<file path="src/rtl/rca_writeback_result_queue.sv">
// rtl/rca_writeback_result_queue.sv - in-order result queue feeding the RCA writeback interface
//
// Buffers completed RCA results {id, rd[NUM_WRITE_PORTS]} in a circular queue
// and presents the head entry to the writeback stage until it is acknowledged.
//
// Ports:
//   clk, rst              clock, synchronous active-high reset
//   result_valid/_id/_data  result offered by the RCA pipeline
//   result_ready          queue has a free slot (registered state only)
//   rca_wb_done           head entry valid
//   rca_wb_id, rca_wb_rd  head entry contents, zero when rca_wb_done=0
//   rca_wb_ack            writeback accepts the head entry (ignored when done=0)
//   occupancy             number of entries currently held
//   overflow_error        sticky: a result was offered while the queue was full
module rca_writeback_result_queue #(
  parameter int DEPTH           = 4,
  parameter int NUM_WRITE_PORTS = 2,
  parameter int XLEN            = 32,
  parameter int ID_W            = 3
) (
  input  logic                                  clk,
  input  logic                                  rst,
  input  logic                                  result_valid,
  input  logic [ID_W-1:0]                       result_id,
  input  logic [NUM_WRITE_PORTS-1:0][XLEN-1:0]  result_data,
  output logic                                  result_ready,
  output logic                                  rca_wb_done,
  output logic [ID_W-1:0]                       rca_wb_id,
  output logic [NUM_WRITE_PORTS-1:0][XLEN-1:0]  rca_wb_rd,
  input  logic                                  rca_wb_ack,
  output logic [$clog2(DEPTH+1)-1:0]            occupancy,
  output logic                                  overflow_error
);

  localparam int AW = $clog2(DEPTH);
  localparam int PW = AW + 1;
  localparam int OW = $clog2(DEPTH + 1);

  // Pointers carry one extra wrap bit so full and empty are distinguishable.
  logic [PW-1:0] wr_ptr_q, wr_ptr_d;
  logic [PW-1:0] rd_ptr_q, rd_ptr_d;
  logic          overflow_q, overflow_d;

  logic [ID_W-1:0]                      id_mem_q [DEPTH];
  logic [NUM_WRITE_PORTS-1:0][XLEN-1:0] rd_mem_q [DEPTH];

  logic          empty;
  logic          full;
  logic          push;
  logic          pop;
  logic [PW-1:0] occ_diff;

  assign empty = (wr_ptr_q == rd_ptr_q);
  assign full  = (wr_ptr_q[AW-1:0] == rd_ptr_q[AW-1:0]) && (wr_ptr_q[AW] != rd_ptr_q[AW]);

  // result_ready depends only on registered state; a pop this cycle does not
  // open a slot for a push in the same cycle.
  assign result_ready = ~full;
  assign rca_wb_done  = ~empty;

  assign push = result_valid & result_ready;
  assign pop  = rca_wb_done & rca_wb_ack;

  // Modular subtraction stays correct across the pointer wrap.
  assign occ_diff  = wr_ptr_q - rd_ptr_q;
  assign occupancy = OW'(occ_diff);

  assign overflow_error = overflow_q;

  // Head entry is gated to zero when empty so stale storage never leaks out.
  always_comb begin
    rca_wb_id = '0;
    rca_wb_rd = '0;
    if (rca_wb_done) begin
      rca_wb_id = id_mem_q[rd_ptr_q[AW-1:0]];
      rca_wb_rd = rd_mem_q[rd_ptr_q[AW-1:0]];
    end
  end

  always_comb begin
    wr_ptr_d   = wr_ptr_q;
    rd_ptr_d   = rd_ptr_q;
    overflow_d = overflow_q | (result_valid & ~result_ready);
    if (push) wr_ptr_d = wr_ptr_q + PW'(1);
    if (pop)  rd_ptr_d = rd_ptr_q + PW'(1);
  end

  always_ff @(posedge clk) begin
    if (rst) begin
      wr_ptr_q   <= '0;
      rd_ptr_q   <= '0;
      overflow_q <= 1'b0;
    end else begin
      wr_ptr_q   <= wr_ptr_d;
      rd_ptr_q   <= rd_ptr_d;
      overflow_q <= overflow_d;
    end
  end

  // Storage is not reset; the pointers alone define which entries are live.
  always_ff @(posedge clk) begin
    if (push && !rst) begin
      id_mem_q[wr_ptr_q[AW-1:0]] <= result_id;
      rd_mem_q[wr_ptr_q[AW-1:0]] <= result_data;
    end
  end

endmodule

</file>
<file path="config.mk">
export PLATFORM = sky130hd
export DESIGN_NAME = rca_writeback_result_queue
export DESIGN_NICKNAME = d
export VERILOG_FILES = /design/src/rtl/rca_writeback_result_queue.sv
export SDC_FILE = /design/constraint.sdc
export NUM_CORES = 1
export LEC_CHECK = 0
export ABC_AREA = 1
export BUFFER_PORTS_ARGS = -buffer_cell sky130_fd_sc_hd__buf_2
export CELL_PAD_IN_SITES_DETAIL_PLACEMENT = 0
export CELL_PAD_IN_SITES_GLOBAL_PLACEMENT = 1
export CORE_ASPECT_RATIO = 0.7
export CORE_MARGIN = 2
export CORE_UTILIZATION = 42
export DETAILED_ROUTE_END_ITERATION = 10
export PLACE_DENSITY = 0.77
export SYNTH_ARGS = -nofsm -noshare
export SYNTH_HDL_FRONTEND = slang
export SYNTH_SLANG_ARGS = --single-unit
</file>
<file path="constraint.sdc">
create_clock -name clk -period 5.99 [get_ports clk]
set_clock_uncertainty 0.2 [all_clocks]
set_input_delay 0.599 -clock clk [delete_from_list [all_inputs] [get_ports clk]]
set_output_delay 0.599 -clock clk [all_outputs]
set_load 0.01 [all_outputs]
</file>
==> flow_metrics.py, run 1 <==
metrics = {
    "timing": {
        "final_max_slew_viol_count": 0,
        "setup_viol": 0,
        "max-slew-margin-rel_pct": 29.4,
        "tightestPinTransition_ps": 1060,
        "final.period_utilization_pct": 64.3,
        "min_period_ps": 3850,
        "finalHoldViolCount": 0,
        "clock.fmax_mhz": 260,
        "rsz0062_at_grt": "no",
    },
    "critical_path": {
        "r2r-start": "wr_ptr_q[0]",
        "r2r_cells": 8,
        "arrival_ps": 3050,
        "crit_path_end_kind": "output pin",
        "crit_path_max_fanout": 79,
        "required_ps": 5190,
        "cp-start-kind": "register",
        "critPathKind": "register to output pin",
    },
    "drt": {
        "vias": 6750,
        "drc_errors": 0,
        "drtAntennaViolNets": 0,
        "firstDrtPassIters": 5,
        "wire_per_inst_microns": 17.5,
        "wl_microns": 24000,
        "drt_iter0_markers": 471,
        "vias_per_cell": 4.90,
    },
    "clock_tree": {
        "cts.repair.resized": 0,
        "cts_made_buffers": 27,
        "cts.clk_slew.worst_paths_ps": 60,
        "cts-root-buf": "clkbuf_16",
        "postCtsSetupRepairBufs": 0,
        "htree_levels": 1,
        "cts_tree": "built",
        "clock-sinks": 277,
        "cts_max_path_buffers": 3,
        "clk_latency_ps": 530,
        "hold_buffers": 0,
    },
    "yosys": {
        "ys_async_sr_fraction_pct": 0,
        "syn_inst": 869,
        "synth-seq-cells": 277,
        "ys_seq_area_share_pct": 74.3,
        "syn_area_per_cell_sq_um": 12.7,
        "ys.flop_type": "edfxtp_1",
        "synth_nets": 948,
        "synthDistinctLibCells": 27,
        "synth_edf_count": 268,
        "netlist_area_sq_um": 11100,
        "ys.warnings.count": 0,
    },
    "finish": {
        "drive_above_1_share_pct": 22.9,
        "nNetsFinal": 1076,
        "final_common_cell": "nor2_1",
        "mostFrequentLayoutCells": "nor2_1 (275), edfxtp_1 (268), buf_2 (143)",
        "syn2layout_area_growth_pct": 16.0,
        "finish.utilization_pct": 49.8,
    },
    "floorplan": {
        "ioPinCount": 144,
        "rows": 49,
        "initial_core_util_pct": 42.9,
        "die_h_microns": 140,
        "dieArea_sq_um": 27700,
        "die_w_microns": 198,
        "core-area_sq_um": 25800,
    },
    "global_routing": {
        "grt_pass1_vias": 6326,
        "grt_max_degree": 80,
        "grt_pass1_wl_microns": 36400,
        "antenna_found_initial": 5,
        "grt_overflow_total": 0,
        "grt_use_total_pct": 17.1,
    },
    "placement": {
        "routabilityCongestion": 0.760,
        "port_buffers": 143,
        "hpwl_microns": 13000,
    },
    "worst_hold_path": {
        "hold_class": "input pin to register",
        "holdPathStages": 1,
        "min_from": "result_data[18]",
    },
    "status": {
        "status": "finished clean",
    },
    "pwr": {
        "p_total_mw": 4.83,
        "p_leak_nw": 4.58,
        "p_per_area_nw_per_um2": 376,
        "vdd_drop_max_mv": 0.247,
    },
    "run": {
        "cap_violations": 0,
    },
}
==> kinds of logic (layout without fill, tap and decap cells) <==
| kind of cell | Yosys count | in the layout | share of synthesized area (%) |
|---|---|---|---|
| AND/OR/NAND/NOR | 302 | 302 | 10.6 |
| flip-flops | 277 | 277 | 74.3 |
| AO/OA/AOI/OAI | 210 | 210 | 10.6 |
| buffers and inverters | 71 | 219 | 3.55 |
| adder cells (fa/ha/maj) | 8 | 8 | 0.972 |
| XOR/XNOR | 1 | 1 | 0.0791 |
| other | 0 | 3 | 0 |
==> critical path, stage by stage, from the launching register on <==
cell and delay [ps]:
dfxtp_4 540, inv_4 670, buf_4 610, o21ai_0 260
a21oi_2 210, buf_2 170
==> Yosys cell counts (3+ instances only) <==
master / n / area share (%)
a21oi_2: 30 / 2.4
buf_4: 5 / 0.34
inv_1: 16 / 0.54
edfxtp_1: 268 / 73
o21ai_1: 64 / 2.9
buf_2: 28 / 1.3
dfxtp_1: 9 / 1.6
nor3_1: 3 / 0.14
nand2_1: 14 / 0.47
nor2_1: 276 / 9.4
nand3_1: 5 / 0.23
buf_12: 3 / 0.54
a21oi_1: 44 / 2.0
o21ai_0: 70 / 3.2
clkbuf_1: 11 / 0.37
ha_1: 7 / 0.79
==> per-stage QoR <==
step	setup WS, ps	setup TNS, ps	std cells	instance area, sq um	hold slack (ps)
6_report	2140	0	1377	12800	80.1
5_1_grt	1860	0	1374	12800	62.3
3_5_place_dp	2600	0	1325	12000	241
4_1_cts	2020	0	1374	12800	56.9
2_1_floorplan	-511	-102700	869	11100	268
3_3_place_gp	2630	0	1325	12000	235
==> state kept, by name (all words and copies together) (netlist names), named ones only <==
name,count
rd_mem_q,256
wr_ptr_q,3
rd_ptr_q,3
overflow_error,1
id_mem_q,12
==> final timing paths <==
kind	end	slack, ps
min reg2reg	overflow_error	250
max reg2reg	rd_mem_q[3][42]	2730
max	rca_wb_rd[54]	2140
min	rd_mem_q[1][18]	80
==> power breakdown <==
group          switching [mW]  internal [mW]
logic                   0.626          0.324
registers              0.0747           2.19
clock network           0.700          0.911
total                    1.40           3.42
==> routing by layer <==
| metal | up-vias | track usage [%] | wire, microns |
|---|---|---|---|
| met1 | 3224 | 25.1 | 11300 |
| met5 | - | 0 | 13 |
| met4 | 2 | 2.85 | 340 |
| met2 | 172 | 26.6 | 10900 |
| met3 | 30 | 3.76 | 1510 |
| li1 | 3322 | - | - |
==> layout make-up <==
type,instances,area [sq um]
antenna,3,7.51
inverter,20,80.1
multi-input combinational,521,2480
tap,357,447
clock inverter,18,144
clock buffer,31,691
sequential,277,8240
fill,2301,13000
timing repair buffer,150,768
No activity file was read; power rests on OpenSTA's default activity.
==> inputs of run 2 (changes only) <==
Settings changed: CORE_UTILIZATION 42 to 45, PLACE_DENSITY 0.77 to 0.79.
Clock period 5.99 ns to 3.6 ns, I/O delays scaled along.
==> run 2 against run 1 <==
  * Power up 75%
  * Clock power up 84%
  * Worst hold slack better by 140 ps
  * Worst setup slack worse by 1800 ps
  * Clock-buffer cell count down 3
  * Sequential share of layout area down 4.4 points
  * Sequential cell count unchanged
  * Register-to-register slack worse by 1900 ps
  * First-iteration DRC count up 19%
  * Global-route usage up 1.6 points
  * Design area up 7.3%
  * Largest cell class unchanged
  * Largest power group unchanged
==> flow_metrics.py, run 2 (synthesis results as in run 1) <==
metrics = {
    "status": {
        "status": "finished clean",
    },
    "drt": {
        "drt_iter0_markers": 562,
        "drc_errors": 0,
        "wl_microns": 24300,
        "vias_per_cell": 5.02,
        "wire_per_inst_microns": 17.1,
        "drtAntennaViolNets": 0,
        "vias": 7104,
        "firstDrtPassIters": 5,
    },
    "timing": {
        "postLayoutSetupSlackWorst_ps": 360,
        "min_period_ps": 3240,
        "rsz0062_at_grt": "no",
        "clock.fmax_mhz": 309,
        "max-slew-margin-rel_pct": 42.0,
        "tightestPinTransition_ps": 870,
        "final.period_utilization_pct": 90.0,
        "setup_viol": 0,
        "final_max_slew_viol_count": 0,
        "finalHoldViolCount": 0,
    },
    "clock_tree": {
        "clk_latency_ps": 530,
        "cts_max_path_buffers": 3,
        "cts_made_buffers": 27,
        "cts-root-buf": "clkbuf_16",
        "postCtsSetupRepairBufs": 0,
        "clock-sinks": 277,
        "htree_levels": 1,
        "cts_tree": "built",
        "cts.clk_slew.worst_paths_ps": 70,
    },
    "global_routing": {
        "antenna_found_initial": 0,
        "grt_max_degree": 68,
        "grt_use_total_pct": 18.7,
        "grt_overflow_total": 0,
        "grt_pass1_vias": 6804,
        "grt_pass1_wl_microns": 37600,
    },
    "floorplan": {
        "core-area_sq_um": 23900,
        "rows": 47,
        "die_h_microns": 135,
        "dieArea_sq_um": 25900,
        "initial_core_util_pct": 46.4,
        "ioPinCount": 144,
        "die_w_microns": 192,
    },
    "worst_hold_path": {
        "holdPathStages": 2,
        "min_to": "rd_mem_q[1][61]",
        "min_from": "rst",
        "hold_class": "input pin to register",
    },
    "critical_path": {
        "critPathKind": "register to output pin",
        "worstReg2RegEnd": "rd_mem_q[2][25]",
        "r2r_cells": 8,
        "required_ps": 3040,
        "crit_path_max_fanout": 30,
        "worstSetupStartpoint": "wr_ptr_q[0]",
        "r2r-start": "wr_ptr_q[0]",
        "cp-start-kind": "register",
        "arrival_ps": 2680,
        "r2r_setup_slack_ps": 810,
        "crit_path_end_kind": "output pin",
    },
    "placement": {
        "port_buffers": 143,
        "place_ws_ps": 827,
        "hpwl_microns": 13800,
        "routabilityCongestion": 0.736,
    },
    "pwr": {
        "vdd_drop_max_mv": 0.433,
        "p_total_mw": 8.43,
        "p_per_area_nw_per_um2": 611,
        "p_leak_nw": 5.02,
    },
    "finish": {
        "largest_reg_flops": 256,
        "diodes": 0,
        "finish.utilization_pct": 57.8,
        "syn2layout_area_growth_pct": 24.5,
        "nNetsFinal": 1157,
        "mostFrequentLayoutCells": "nor2_1 (275), edfxtp_1 (268), buf_2 (143)",
        "drive_above_1_share_pct": 22.3,
        "final_common_cell": "nor2_1",
    },
    "run": {
        "cap_violations": 0,
    },
}
-- run 2: layer usage --
layer | vias to the layer above | track usage, % | share of wire (%)
met2 | 201 | 29.4 | 45
met4 | 0 | 3.42 | 1.4
met3 | 28 | 3.19 | 5.9
met5 | - | 0 | 0
li1 | 3493 | - | -
met1 | 3382 | 27.9 | 48
-- run 2: area by class of cell --
cell class | instances | area [sq um]
multi-input cells | 521 | 2490
flip-flops and latches | 277 | 8230
clock inverters | 21 | 255
well taps | 318 | 398
fillers | 1986 | 10100
clock buffers | 28 | 679
inverters | 20 | 80.1
repair buffers | 231 | 1650
-- run 2: critical path: stages, from the launching register on --
cell     delay, ps
dfxtp_1        410
inv_1          120
ha_1           320
nand2_1        110
inv_2          110
nand3_4        120
inv_4          430
buf_4          310
a21oi_1         60
buf_2          150
-- run 2: timing repair --
| item | in CTS | in global routing |
|---|---|---|
| endpoints found under the hold margin | 274 | 0 |
| hold buffers | 70 | 0 |
| resized for setup | 0 | 0 |
-- run 2: worst max path at each step --
| stage | slack [ps] | end |
|---|---|---|
| floorplan | -880 | id_mem_q[0][0] |
| global placement | 910 | rd_mem_q[2][25] |
| detailed placement | 830 | rd_mem_q[2][24] |
| CTS | 330 | rca_wb_rd[31] |
| global route | 180 | rca_wb_rd[31] |
| finish | 360 | rca_wb_rd[31] |
-- run 2: power breakdown --
part / leakage, nW / switching (mW) / total [mW] / internal [mW]
clock: 0.456 / 1.16 / 2.96 / 1.80
sequential: 2.51 / 0.0530 / 3.69 / 3.64
combinational: 2.05 / 1.14 / 1.78 / 0.635
-- run 2: per-stage QoR --
step	cell area [sq um]	hold WS (ps)	instances	setup TNS, ps
global route	13800	208	1416	0
floorplan	11100	229	869	-177050
global placement	12200	235	1297	0
finish	13800	215	1416	0
detailed placement	12200	245	1297	0
CTS	13800	191	1416	0
==> inputs of run 3 (changes only) <==
Clock period 3.6 ns to 3.55 ns, I/O delays scaled along.
==> run 3 against run 2 <==
  * Via count shrank 0.59%
  * Die area unchanged
  * Core utilization fell by 0.27 points
  * Cell count barely moved
  * Critical endpoint is now rca_wb_rd[25]
  * Largest cell class unchanged
  * Largest power group unchanged
==> flow_metrics.py, run 3 (synthesis results as in run 1) <==
metrics = {
    "floorplan": {
        "die_h_microns": 135,
        "core-area_sq_um": 23900,
        "rows": 47,
        "ioPinCount": 144,
        "die_w_microns": 192,
        "dieArea_sq_um": 25900,
        "initial_core_util_pct": 46.4,
    },
    "worst_hold_path": {
        "hold_class": "register to register",
    },
    "finish": {
        "final_common_cell": "nor2_1",
        "nNetsFinal": 1154,
        "drive_above_1_share_pct": 21.8,
        "mostFrequentLayoutCells": "nor2_1 (275), edfxtp_1 (268), buf_2 (143)",
        "syn2layout_area_growth_pct": 24.0,
        "largest_reg_flops": 256,
    },
    "timing": {
        "min_period_ps": 3190,
        "rsz0062_at_grt": "no",
        "postLayoutSetupSlackWorst_ps": 362,
        "max-slew-margin-rel_pct": 41.8,
        "setup_viol": 0,
        "final_max_slew_viol_count": 0,
        "finalHoldViolCount": 0,
        "final.period_utilization_pct": 89.8,
        "clock.fmax_mhz": 314,
        "tns_ps": 0,
        "hold_slack_ps": 364,
        "tightestPinTransition_ps": 873,
    },
    "drt": {
        "drc_errors": 0,
        "drt_iter0_markers": 423,
        "wl_microns": 24000,
        "vias": 7062,
        "drtAntennaViolNets": 0,
        "vias_per_cell": 4.99,
        "wire_per_inst_microns": 17.0,
        "firstDrtPassIters": 5,
    },
    "placement": {
        "place_ws_ps": 925,
        "routabilityCongestion": 0.786,
        "hpwl_microns": 13100,
        "port_buffers": 143,
    },
    "clock_tree": {
        "htree_levels": 1,
        "cts-root-buf": "clkbuf_16",
        "cts_made_buffers": 27,
        "hold_buffers": 71,
        "clock-sinks": 277,
        "clk_latency_ps": 540,
        "cts.repair.resized": 0,
        "cts_max_path_buffers": 3,
        "cts.clk_slew.worst_paths_ps": 60,
        "postCtsSetupRepairBufs": 0,
        "cts_tree": "built",
    },
    "pwr": {
        "seqPwrFrac_pct": 44.4,
        "p_int_mw": 6.02,
        "vdd_drop_max_mv": 0.425,
        "p_leak_nw": 4.97,
        "switching_power_mw": 2.39,
        "share_comb_of_total_power_pct": 21.5,
        "p_per_area_nw_per_um2": 613,
        "swShare_pct": 28.4,
        "clkPwrFrac_pct": 34.1,
    },
    "global_routing": {
        "antenna_found_initial": 1,
        "grt_pass1_wl_microns": 36700,
        "grt_pass1_vias": 6647,
        "grt_overflow_total": 0,
        "grt_use_total_pct": 18.3,
        "grt_max_degree": 117,
    },
    "run": {
        "cap_violations": 0,
    },
    "critical_path": {
        "worstPathCellList": "inv_1, ha_1, nand2_1, inv_2, nand3_4, inv_4, buf_4, a21oi_1, buf_2",
        "required_ps": 2990,
        "arrival_ps": 2630,
        "cp-start-kind": "register",
        "critPathKind": "register to output pin",
        "crit_path_end_kind": "output pin",
        "max_stage_delay_ps": 410,
        "cpMaxStageDelayCell": "inv_4",
        "crit_path_max_fanout": 29,
    },
    "status": {
        "status": "finished clean",
    },
}
[run 3: cell types whose count changed in the layout (fill, tap and decap cells not counted), sizes merged]
cell         change
buf              -4
clkbuf           +4
dlygate4sd3      +1
diode            +1
bufinv           -2
clkinvlp         +2
clkinv           -3
[run 3: layer usage]
layer  vias up  global-route usage (%)  part of all wire (%)
met5         -                       0                     0
met4         0                    4.06                   1.6
met3        31                    3.03                   6.7
met2       219                    29.1                    45
met1      3329                    26.9                    47
li1       3483                       -                     -
[run 3: metrics by stage]
| stage | total power [mW] | instance area, sq um | utilization (%) | cells |
|---|---|---|---|---|
| floorplan | 4.97 | 11100 | - | 869 |
| global placement | 5.55 | 12100 | 50.8 | 1293 |
| detailed placement | 5.57 | 12100 | 50.8 | 1293 |
| CTS | 8.49 | 13700 | 57.5 | 1414 |
| global route | 8.77 | 13700 | 57.5 | 1415 |
| finish | 8.41 | 13700 | 57.5 | 1415 |
[run 3: worst max-delay path, delay by kind of cell, from the launching register on]
| family | cells | cell delay (ps) |
|---|---|---|
| buffers and inverters | 5 | 1100 |
| flip-flops | 1 | 400 |
| AO/OA/AOI/OAI | 1 | 60 |
| AND/OR/NAND/NOR | 2 | 220 |
| adder cells (fa/ha/maj) | 1 | 310 |
[run 3: final cells by class]
cell class / instances / area, sq um
multi-input combinational: 521 / 2490
sequential: 277 / 8230
timing repair buffer: 228 / 1630
clock buffer: 32 / 694
inverter: 20 / 80.1
fill: 1977 / 10100
antenna: 1 / 2.50
tap: 318 / 398
clock inverter: 18 / 193
[run 3: power groups by stage]
| stage | sequential (mW) | clock, mW | combinational (mW) |
|---|---|---|---|
| 2_1_floorplan | 3.79 | 0 | 1.18 |
| 3_3_place_gp | 3.80 | 0 | 1.75 |
| 3_5_place_dp | 3.80 | 0 | 1.77 |
| 4_1_cts | 3.73 | 2.92 | 1.84 |
| 5_1_grt | 3.74 | 3.03 | 2.00 |
| 6_report | 3.73 | 2.86 | 1.81 |
[run 3: path summary, 6_finish.rpt]
path,from,end,slack [ps],cells after the start
worst max register to register,wr_ptr_q[0],rd_mem_q[1][37],920,8
worst min register to register,wr_ptr_q[0],wr_ptr_q[0],360,2
worst min-delay path,wr_ptr_q[0],wr_ptr_q[0],360,2
worst max-delay path,wr_ptr_q[0],rca_wb_rd[25],360,9
